--- src/rtl/fifo_ctrl.sv ---
// fifo_ctrl: synchronous single-clock FIFO with arbitrary depth, occupancy
// count, programmable almost-full/almost-empty thresholds, selectable
// standard (1-cycle registered) or first-word-fall-through read mode,
// synchronous flush and sticky overflow/underflow flags.
//
// Ports:
//   clk          rising-edge clock
//   reset        asynchronous active-high reset
//   flush        synchronous clear of contents and error flags
//   write        push request, data_in is the pushed word
//   read         pop request (acknowledge of the head word in FWFT mode)
//   data_out     popped word (standard) or current head word (FWFT)
//   data_valid   data_out holds valid popped/head data
//   empty/full   count == 0 / count == depth
//   almost_empty count <= almost_empty_level
//   almost_full  count >= almost_full_level
//   count        current occupancy, 0..depth
//   overflow     sticky: a write was rejected
//   underflow    sticky: a read was rejected
module fifo_ctrl #(
  parameter int width              = 8,
  parameter int depth              = 8,
  parameter int fwft               = 0,
  parameter int almost_full_level  = depth - 1,
  parameter int almost_empty_level = 1
) (
  input  logic                         clk,
  input  logic                         reset,
  input  logic                         flush,
  input  logic                         write,
  input  logic [width-1:0]             data_in,
  input  logic                         read,
  output logic [width-1:0]             data_out,
  output logic                         data_valid,
  output logic                         empty,
  output logic                         full,
  output logic                         almost_empty,
  output logic                         almost_full,
  output logic [$clog2(depth+1)-1:0]   count,
  output logic                         overflow,
  output logic                         underflow
);

  localparam int CW = $clog2(depth + 1);
  localparam int PW = (depth > 1) ? $clog2(depth) : 1;

  if (width < 1) begin : g_bad_width
    $error("fifo_ctrl: width must be >= 1");
  end
  if (depth < 2) begin : g_bad_depth
    $error("fifo_ctrl: depth must be >= 2");
  end
  if (fwft != 0 && fwft != 1) begin : g_bad_fwft
    $error("fifo_ctrl: fwft must be 0 or 1");
  end
  if (almost_full_level < 1 || almost_full_level > depth) begin : g_bad_afl
    $error("fifo_ctrl: almost_full_level must be in 1..depth");
  end
  if (almost_empty_level < 0 || almost_empty_level > depth - 1) begin : g_bad_ael
    $error("fifo_ctrl: almost_empty_level must be in 0..depth-1");
  end

  logic [width-1:0] mem [depth];
  logic [PW-1:0]    rd_ptr;
  logic [PW-1:0]    wr_ptr;
  logic             rd_ok;
  logic             wr_ok;

  // Explicit wrap so non-power-of-2 depths never index past the last entry.
  function automatic logic [PW-1:0] ptr_inc(input logic [PW-1:0] p);
    return (p == PW'(depth - 1)) ? '0 : p + PW'(1);
  endfunction

  // A full FIFO still accepts a write when the same cycle pops a word.
  assign rd_ok = read & ~empty;
  assign wr_ok = write & (~full | rd_ok);

  // Status is a function of the count register alone.
  assign empty        = (count == '0);
  assign full         = (count == CW'(depth));
  assign almost_empty = (int'(count) <= almost_empty_level);
  assign almost_full  = (int'(count) >= almost_full_level);

  always_ff @(posedge clk or posedge reset) begin
    if (reset) begin
      rd_ptr    <= '0;
      wr_ptr    <= '0;
      count     <= '0;
      overflow  <= 1'b0;
      underflow <= 1'b0;
    end else if (flush) begin
      // Flush wins over this cycle's read/write; neither raises a flag.
      rd_ptr    <= '0;
      wr_ptr    <= '0;
      count     <= '0;
      overflow  <= 1'b0;
      underflow <= 1'b0;
    end else begin
      if (wr_ok) wr_ptr <= ptr_inc(wr_ptr);
      if (rd_ok) rd_ptr <= ptr_inc(rd_ptr);
      case ({wr_ok, rd_ok})
        2'b10:   count <= count + CW'(1);
        2'b01:   count <= count - CW'(1);
        default: count <= count;
      endcase
      if (write && !wr_ok) overflow  <= 1'b1;
      if (read  && !rd_ok) underflow <= 1'b1;
    end
  end

  // Storage is not reset.
  always_ff @(posedge clk) begin
    if (wr_ok && !flush) mem[wr_ptr] <= data_in;
  end

  if (fwft != 0) begin : g_fwft
    // Head word is presented directly; zero while empty.
    assign data_out   = empty ? '0 : mem[rd_ptr];
    assign data_valid = ~empty;
  end else begin : g_std
    always_ff @(posedge clk or posedge reset) begin
      if (reset) begin
        data_out   <= '0;
        data_valid <= 1'b0;
      end else if (flush) begin
        data_out   <= '0;
        data_valid <= 1'b0;
      end else if (rd_ok) begin
        data_out   <= mem[rd_ptr];
        data_valid <= 1'b1;
      end else begin
        data_valid <= 1'b0;
      end
    end
  end

endmodule
--- config.mk ---
export PLATFORM = sky130hd
export DESIGN_NAME = fifo_ctrl
export DESIGN_NICKNAME = d
export VERILOG_FILES = /design/src/rtl/fifo_ctrl.sv
export SDC_FILE = /design/constraint.sdc
export NUM_CORES = 1
export LEC_CHECK = 0
export CORE_MARGIN = 4
export CORE_UTILIZATION = 50
export CTS_BUF_LIST = sky130_fd_sc_hd__clkbuf_16
export CTS_CLUSTER_SIZE = 16
export DETAILED_ROUTE_END_ITERATION = 8
export GPL_ROUTABILITY_DRIVEN = 0
export PLACE_DENSITY = 0.72
export REMOVE_ABC_BUFFERS = 1
export SETUP_SLACK_MARGIN = 0.05
export SYNTH_ARGS = -nofsm -noshare
export SYNTH_HDL_FRONTEND = slang
export SYNTH_SLANG_ARGS = --single-unit
--- constraint.sdc ---
create_clock -name clk -period 7.6 [get_ports clk]
set_clock_uncertainty 0.15 [all_clocks]
set_input_delay 0.76 -clock clk [delete_from_list [all_inputs] [get_ports clk]]
set_output_delay 0.76 -clock clk [all_outputs]
set_load 0.03 [all_outputs]
==> results of run 1 <==
-- area by class of cell --
class	instances	area [sq um]	share of cell area, %
Clock inverter	7	58.81	1.375
Timing Repair Buffer	32	317.8	7.433
Multi-Input combinational cell	137	1084	25.34
Clock buffer	9	225.2	5.268
Sequential cell	85	2447	57.24
Tap cell	96	120.1	2.809
Inverter	6	22.52	0.5268
-- sequential cells by signal (all words and copies together), names as in the netlist --
register    count
count           4
data_out        8
data_valid      1
mem            64
overflow        1
rd_ptr          3
underflow       1
wr_ptr          3
-- per-layer routing --
layer	global-route usage [%]	up-vias	part of all wire (%)
met4	6.838	0	2.2
li1	-	994	-
met3	5.229	14	4.8
met2	29.09	67	50
met1	21.87	1040	43
met5	0	-	0
-- synth_stat cells (2+ instances only) --
cell | count | area, sq um
sky130_fd_sc_hd__edfxtp_1 | 64 | 1922
sky130_fd_sc_hd__mux2i_1 | 35 | 350.3
sky130_fd_sc_hd__dfrtp_1 | 21 | 525.5
sky130_fd_sc_hd__nor2_1 | 18 | 67.56
sky130_fd_sc_hd__o221a_2 | 8 | 90.09
sky130_fd_sc_hd__o221ai_1 | 8 | 70.07
sky130_fd_sc_hd__o22ai_1 | 8 | 50.05
sky130_fd_sc_hd__ha_1 | 7 | 87.58
sky130_fd_sc_hd__nand2_1 | 7 | 26.28
sky130_fd_sc_hd__buf_2 | 5 | 25.02
sky130_fd_sc_hd__inv_1 | 5 | 18.77
sky130_fd_sc_hd__nand2b_1 | 5 | 31.28
sky130_fd_sc_hd__nor3_1 | 5 | 25.02
sky130_fd_sc_hd__or3_1 | 5 | 31.28
sky130_fd_sc_hd__a21oi_1 | 4 | 20.02
sky130_fd_sc_hd__buf_1 | 3 | 11.26
sky130_fd_sc_hd__o21ai_0 | 3 | 15.01
sky130_fd_sc_hd__xor2_1 | 3 | 26.28
sky130_fd_sc_hd__clkbuf_1 | 2 | 7.510
sky130_fd_sc_hd__or3b_2 | 2 | 17.52
-- path summary, 6_finish.rpt --
kind | startpoint | end | slack [ps] | cells past startpoint
max | flush | mem[2][4]$_DFFE_PP_ | 4410 | 3
min | overflow$_DFFE_PP0P_ | overflow$_DFFE_PP0P_ | 350 | 2
max reg2reg | count[0]$_DFFE_PP0P_ | mem[2][4]$_DFFE_PP_ | 4700 | 6
min reg2reg | overflow$_DFFE_PP0P_ | overflow$_DFFE_PP0P_ | 350 | 2
max in group asynchronous | reset | underflow$_DFFE_PP0P_ | 6010 | 2
min in group asynchronous | reset | data_out[4]$_DFFE_PP0P_ | 760 | 2
-- power by group through the flow --
stage | Clock (mW) | Sequential [mW] | Combinational [mW]
after detailed placement | 0 | 0.589 | 0.457
after CTS | 0.422 | 0.580 | 0.460
final | 0.413 | 0.579 | 0.456
after global placement | 0 | 0.588 | 0.451
after floorplan | 0 | 0.655 | 0.230
after global routing | 0.445 | 0.587 | 0.485
-- worst min-delay path, cell delays in order (launching register included) --
cell and delay (ps):
sky130_fd_sc_hd__dfrtp_1 340, sky130_fd_sc_hd__a31oi_1 50, sky130_fd_sc_hd__nor2_1 80
-- stage by stage --
step | total power [mW] | setup slack (ps) | util (%) | cells | hold WS [ps]
floorplan | 0.8844 | 4846 | - | 228 | 367.2
global placement | 1.040 | 4140 | 57.79 | 356 | 331.8
detailed placement | 1.046 | 4068 | 57.79 | 356 | 340.2
CTS | 1.462 | 4392 | 61.90 | 372 | 354.5
global route | 1.516 | 4241 | 61.90 | 372 | 372.6
finish | 1.449 | 4415 | 61.90 | 372 | 351.2
-- kinds of logic (layout without fill, tap and decap cells) --
logic type | count (synthesis) | after routing | synth area share (%)
simple gates | 53 | 53 | 8.201
fa+ha+maj | 7 | 7 | 2.422
flops | 85 | 85 | 67.68
compound gates | 37 | 37 | 8.374
xor+xnor | 4 | 4 | 0.9690
buf+inv | 18 | 54 | 2.353
mux | 36 | 36 | 10.00
==> impl.org, run 1 <==
** Status
- Status :: finished, final reports clean

** Power and ir drop
- Share of total power in sequential cells :: between 40% and 50%
- In this run, the clock network consumes between 20 and 30% of the power.
- For this design the static power due to leakage is about 1.5 nW.
- Summed over all nets, the switching power comes to roughly 0.46 mW.
- In this run switching power makes up a little under a third of total power.
- Power spread over the standard cell area amounts to between 300 and 400 nW/um^2.
- Maximum vdd ir drop :: 162.9 uV
- Internal power comes to around 1 mW.
- Part of the total power dissipated in combinational logic :: between 30% and 40%

** Final layout
- Leading cell type in the layout, fill and taps excluded :: sky130_fd_sc_hd__edfxtp_1
- Summing all non-filler instances in the final layout gives an area of 4275 sq um.
- Share of final-layout standard cells stronger than drive strength 1 :: between 10% and 20%
- Antenna Cells :: 0
- From synthesis to final layout, the design area changed by 18.24%.
- Net count of the finished layout :: between 200 and 300
- Leaving out fill and tap cells, the most frequent cells in the layout are sky130_fd_sc_hd__edfxtp_1 (64), sky130_fd_sc_hd__mux2i_1 (35), sky130_fd_sc_hd__clkdlybuf4s50_1 (31), sky130_fd_sc_hd__dfrtp_1 (21), sky130_fd_sc_hd__nor2_1 (18).
- Fill cells in the final layout number 540.

** Timing
- Worst-margin pin slew :: about 1100 ps
- After routing, the total negative slack on setup checks comes to 0 ps.
- The smallest clock period supported by the final layout is computed as roughly 3200 ps.
- Post-route clock period utilization :: 41.91%
- The hold violation total from the final report was 0.
- Setup repair after global routing left no endpoint under its margin.
- The total count of max-transition violations in the final report came to 0.
- Max frequency :: approximately 0.31 GHz
- Setup-failing EPs final :: 0
- Relative slew margins :: between 20% and 30%

** Setup path
- The worst setup path is launched from an input port.
- Data required time of the worst path :: approximately 7400 ps
- Counting both buffers and inverters, the worst setup path holds a total of 1.
- Delay contributed by the slowest stage of the critical path :: a little over 800 ps
- Category of cells accounting for the largest share of critical-path delay :: simple AND/OR/NAND/NOR gates
- The worst setup path is of the in2reg kind.
- Crit path cell chain :: clkdlybuf4s50_1, or3b_2, nor3_1
- Sort of element at the end of the critical path :: register
- Of all nets on the critical path, the largest fanout is 19.
- Slowest cell on crit path :: sky130_fd_sc_hd__nor3_1
- STA puts the critical path data arrival time at around 3000 ps.

** Clocking
- CTS saw 85 sinks.
- TritonCTS built the clock tree.
- In this run the deepest clock path goes through 2 buffers.
- The tree is rooted in a sky130_fd_sc_hd__clkbuf_16.
- Number of buffers added for setup after CTS :: 0
- CTS H-Tree Depth :: 3
- At the later pin of the worst-skew pair, clock insertion delay measures between 300 and 400 ps.
- Counting the buffers created by CTS gives 9.
- Hold repair after CTS inserted 0 buffers.
- Clock-pin slew reported for the worst setup and hold paths after clock tree synthesis :: about 60 ps
- In this run, post-CTS repair resized a total of 0 instances.

** Routing
- DR DRC count :: 0
- Count of TritonRoute iterations in the first routing pass :: 4
- Wires add up to 7046 microns.
- The detailed router finished its first iteration with between 100 and 150 violations.
- The detailed router placed between 2000 and 2500 vias in this run.
- Average detailed-routed wire length per instance :: around 19 microns
- Remaining antenna violation count after routing :: 0
- Post-DR vias/cell :: between 5 and 6

** Global routing
- Entering global routing, the biggest net connects 35 pins.
- Antenna violations before repair :: 0
- Vias in the first global route :: about 2100
- Summed over all layers, the global routing overflow is 0.
- Overall Global Routing Usage :: ~18%
- First-pass GRT wire length :: about 11000 microns

** Floorplan
- Chip Height :: between 90 and 100 microns
- 32 I/O pins were placed.
- Effective utilization at floorplan :: a little over half
- The initialized floorplan defines 30 standard-cell rows.
- Overall die area :: roughly 8700 sq um
- Width of the die :: 93.04 microns
- The total area inside the core boundary comes to 6907 sq um.

** Synthesis
- FF+latch count, synth :: between 80 and 90
- Number of synthesized flops with an enable pin :: 64
- For this run, asynchronously set or reset flops after synthesis account for roughly a quarter.
- The synthesized netlist occupies a cell area of between 3000 and 4000 sq um.
- Sequential cell area fraction in the yosys report :: 67.68%
- The netlist uses between 40 and 50 different library cells.
- The most used flip-flop cell after synthesis is sky130_fd_sc_hd__edfxtp_1.
- After synthesis, the mean cell area works out to approximately 15 sq um.
- For this run, the number of Yosys warnings is 0.
- In the synthesized netlist, the number of instances is 240.

** Run
- Max-cap violations in this run came to 0.

** Placed design
- Port Buffer Count :: 31
- Detailed placement finished with a half-perimeter wire length of approximately 4600 microns.
- After detailed placement, the total cell area comes to ~4000 sq um.

** Worst hold path
- The min-delay analysis places its worst path in the category reg2reg.
No activity file was read; power rests on OpenSTA's default activity.
==> run 2: changes to the inputs <==
--- a/config.mk
+++ b/config.mk
@@ -11,7 +11,7 @@
 export CTS_CLUSTER_SIZE = 16
 export DETAILED_ROUTE_END_ITERATION = 8
 export GPL_ROUTABILITY_DRIVEN = 0
-export PLACE_DENSITY = 0.72
+export PLACE_DENSITY = 0.74
 export REMOVE_ABC_BUFFERS = 1
 export SETUP_SLACK_MARGIN = 0.05
 export SYNTH_ARGS = -nofsm -noshare
==> constraint.sdc (replaced) <==
create_clock -name clk -period 2.6 [get_ports clk]
set_clock_uncertainty 0.15 [all_clocks]
set_input_delay 0.26 -clock clk [delete_from_list [all_inputs] [get_ports clk]]
set_output_delay 0.26 -clock clk [all_outputs]
set_load 0.03 [all_outputs]
==> impl.org, run 2 (synthesized netlist as in run 1, its figures left out) <==
** Status
- The flow ran to the end, and the final reports show no timing, DRC or antenna violations.

** Power and ir drop
- The clock share of power came to 29.6% (+1.1 points).
- The peak supply drop came to 575.6 uV (+250%).
- Switching component of the power :: 1.389 mW (+200%)
- PD cells :: 974.3 nW/um^2 (+190%)
- Static Leak :: 1.563 nW (+5.7%)
- The internal power summed over all cells is 2.915 mW (+200%).
- The power share of the combinational group was 31.0% (-0.5 points).
- Final Power :: 4.304 mW (+200%)
- The net switching fraction of the power was 32.27% (+0.39 points).
- The sequential fraction of design power was 39.4% (-0.6 points).

** Timing
- After layout, the worst path uses just over 90% of the clock period.
- Worst-margin pin slew :: 858.8 ps (-208.0 ps)
- Setup-failing EPs final :: 0 (unchanged)
- The total count of max-transition violations in the final report is 0 (unchanged).
- Total count of hold-check failures in the final report :: 0 (unchanged)
- The post-route worst hold slack is 262.7 ps (-88.48 ps).
- Max frequency :: between 0.4 and 0.5 GHz
- Setup repair after global routing missed its margin :: false
- The worst path needs about 2400 ps of the cycle, external delays included.
- Relative slew margins :: 42.69% (+14 points)

** Placed design
- Placed standard-cell area :: 4111 sq um (+3.0%)
- The number of instances in the placed design was 372 (+4.5%).
- Detailed Place HPWL :: 4689 microns (+0.89%)
- The number of buffers added on ports came to 31 (unchanged).

** Routing
- Total via count in the routed design :: 2137 (+1.0%)
- DR DRC count :: 0 (unchanged)
- The count of routing violations after the opening detailed-route iteration came to 152 (+10%).
- The post-route antenna net violation count was 0 (unchanged).
- Routed wire length :: 6710 microns (-4.8%)
- Count of TritonRoute iterations in the first routing pass :: 5 (+1)
- The mean number of vias per cell is 5.508 (-3.1%).
- Average detailed-routed wire length per instance :: 17.29 microns (-8.7%)

** Final layout
- Leading cell type in the layout, fill and taps excluded :: sky130_fd_sc_hd__edfxtp_1
- Register Area :: 2447 sq um (unchanged)
- In the layout the commonest cells are sky130_fd_sc_hd__edfxtp_1 (64), sky130_fd_sc_hd__mux2i_1 (35), sky130_fd_sc_hd__clkdlybuf4s50_1 (30), sky130_fd_sc_hd__dfrtp_1 (21), sky130_fd_sc_hd__nor2_1 (18).
- Antenna Cells :: 0 (unchanged)
- Utilization after layout :: 63.97% (+2.1 points)
- The net total in the final layout is 307 (+5.5%).
- The fraction of final layout cells sized beyond drive strength 1 came to 17.12% (+6.3 points).
- The count of non-filler cells in the finished layout came to 388 (+4.3%).
- Cell area after layout :: 4418 sq um (+3.3%)
- Multi-input gate area in the final layout :: 1084 sq um (unchanged)
- Count of filler cells inserted in the layout :: 551 (+2.0%)
- The largest registers in the layout are mem x64, data_out x8, count x4.
- The area growth from synthesis to layout is 22.18%.
- Largest register by flop count :: mem
- The flip-flop count of the largest register after layout is 64 (unchanged).

** Run
- Max-cap violations :: 0 (unchanged)

** Setup path
- The path depth of the worst reg2reg path was 7 (+1).
- The worst setup path is launched from a register.
- The largest fanout on the critical path was 8 (-11).
- Data required time of the worst path :: 2190 ps (-5210 ps)
- The setup path with the least slack is of type reg2out.
- Arrival @ worst endpoint :: 2010 ps (-970 ps)
- The internal reg-to-reg setup slack was 240 ps (-4460 ps).
- The endpoint identified for the worst register-to-register timing path is mem[2][2]$_DFFE_PP_.
- In this run the critical register-to-register path is launched from count[0]$_DFFE_PP0P_.
- Sort of element at the end of the critical path :: output pin

** Clocking
- Root Buffer :: sky130_fd_sc_hd__clkbuf_16
- Clk sink count :: 85 (unchanged)
- The clock-pin slew on the worst setup and hold paths came to 60 ps (about the same).
- The largest buffer count on any clock path came to 2 (unchanged).
- Number of buffers added for setup after CTS :: 0 (unchanged)
- The clock latency at the later pin of the worst-skew pair came to 330 ps (about the same).
- CTS Buf Count :: 9 (unchanged)
- TritonCTS built the clock tree.
- The CTS H-tree depth is 3 (unchanged).

** Global routing
- Vias in the first global route :: 2129 (+0.047%)
- Antenna violations before repair :: 0 (unchanged)
- First-pass GRT wire length :: 11050 microns (-1.5%)
- Global-route congestion overflow total :: 0 (unchanged)
- Pin count of the biggest net entering global routing :: 35 (unchanged)
- The global-route usage over all layers came to 17.04% (-0.57 points).

** Floorplan
- Core area :: 6907 sq um (unchanged)
- Top-level I/O count :: 32 (unchanged)
- Overall die area :: 8656 sq um (unchanged)
- The starting density of the core came to 52.36% (unchanged).
- Width of the die :: 93.04 microns (unchanged)
- Chip Height :: 93.04 microns (unchanged)
- FP Rows :: 30 (unchanged)

** Worst hold path
- Class of the worst hold path :: in2async
-- run 2: changes by cell type in the layout (fill, tap and decap cells not counted), sizes merged --
cell / previous run / this run
clkdlybuf4s50: 31 / 30
buf: 1 / 17
clkinv: 5 / 3
clkinvlp: 0 / 2
dlygate4sd2: 0 / 1
-- run 2: metrics by stage --
stage                     setup slack, ps  TNS [ps]
after global routing                83.02         0
after CTS                           165.6         0
after floorplan                    -153.7     -1477
final                               181.7         0
after global placement              247.5         0
after detailed placement            215.0         0
-- run 2: area by class of cell --
type / count / share of cell area, %
Sequential cell: 85 / 55.40
Multi-Input combinational cell: 137 / 24.53
Timing Repair Buffer: 48 / 9.884
Clock buffer: 9 / 5.098
Tap cell: 96 / 2.719
Clock inverter: 7 / 1.869
Inverter: 6 / 0.5098
-- run 2: worst max-delay path by stage --
stage / end / slack [ps] / startpoint / depth (start not counted)
final: full / 180 / count[0]$_DFFE_PP0P_ / 5
after floorplan: mem[2][0]$_DFFE_PP_ / -150 / count[0]$_DFFE_PP0P_ / 6
after global placement: mem[2][5]$_DFFE_PP_ / 250 / read / 5
after CTS: full / 170 / count[0]$_DFFE_PP0P_ / 5
after detailed placement: mem[2][5]$_DFFE_PP_ / 210 / read / 5
after global routing: full / 80 / count[0]$_DFFE_PP0P_ / 5
-- run 2: worst max-delay path: stages, from the launching register on --
cell and delay, ps:
sky130_fd_sc_hd__dfrtp_1 450, sky130_fd_sc_hd__inv_1 110, sky130_fd_sc_hd__ha_1 210, sky130_fd_sc_hd__nand2b_4 80, sky130_fd_sc_hd__nor2_1 120, sky130_fd_sc_hd__clkdlybuf4s50_1 690
-- run 2: repair_timing --
| item | in CTS | in global routing |
|---|---|---|
| hold buffers | 0 | 0 |
| setup endpoints to repair | 1 | 0 |
| gates resized for setup | 1 | 0 |
-- run 2: routing by layer --
metal  up-vias  track usage [%]  part of all wire [%]
li1       1027                -                     -
met4         0            7.814                   2.4
met5         -                0                     0
met2        55            26.69                    47
met1      1044            23.28                    46
met3        11            3.057                   4.4
-- run 2: power groups by stage --
stage | sequential (mW) | combinational [mW] | clock [mW]
2_1_floorplan | 1.91 | 0.671 | 0
3_3_place_gp | 1.72 | 1.33 | 0
3_5_place_dp | 1.72 | 1.35 | 0
4_1_cts | 1.69 | 1.35 | 1.31
5_1_grt | 1.71 | 1.43 | 1.37
6_report | 1.70 | 1.33 | 1.28
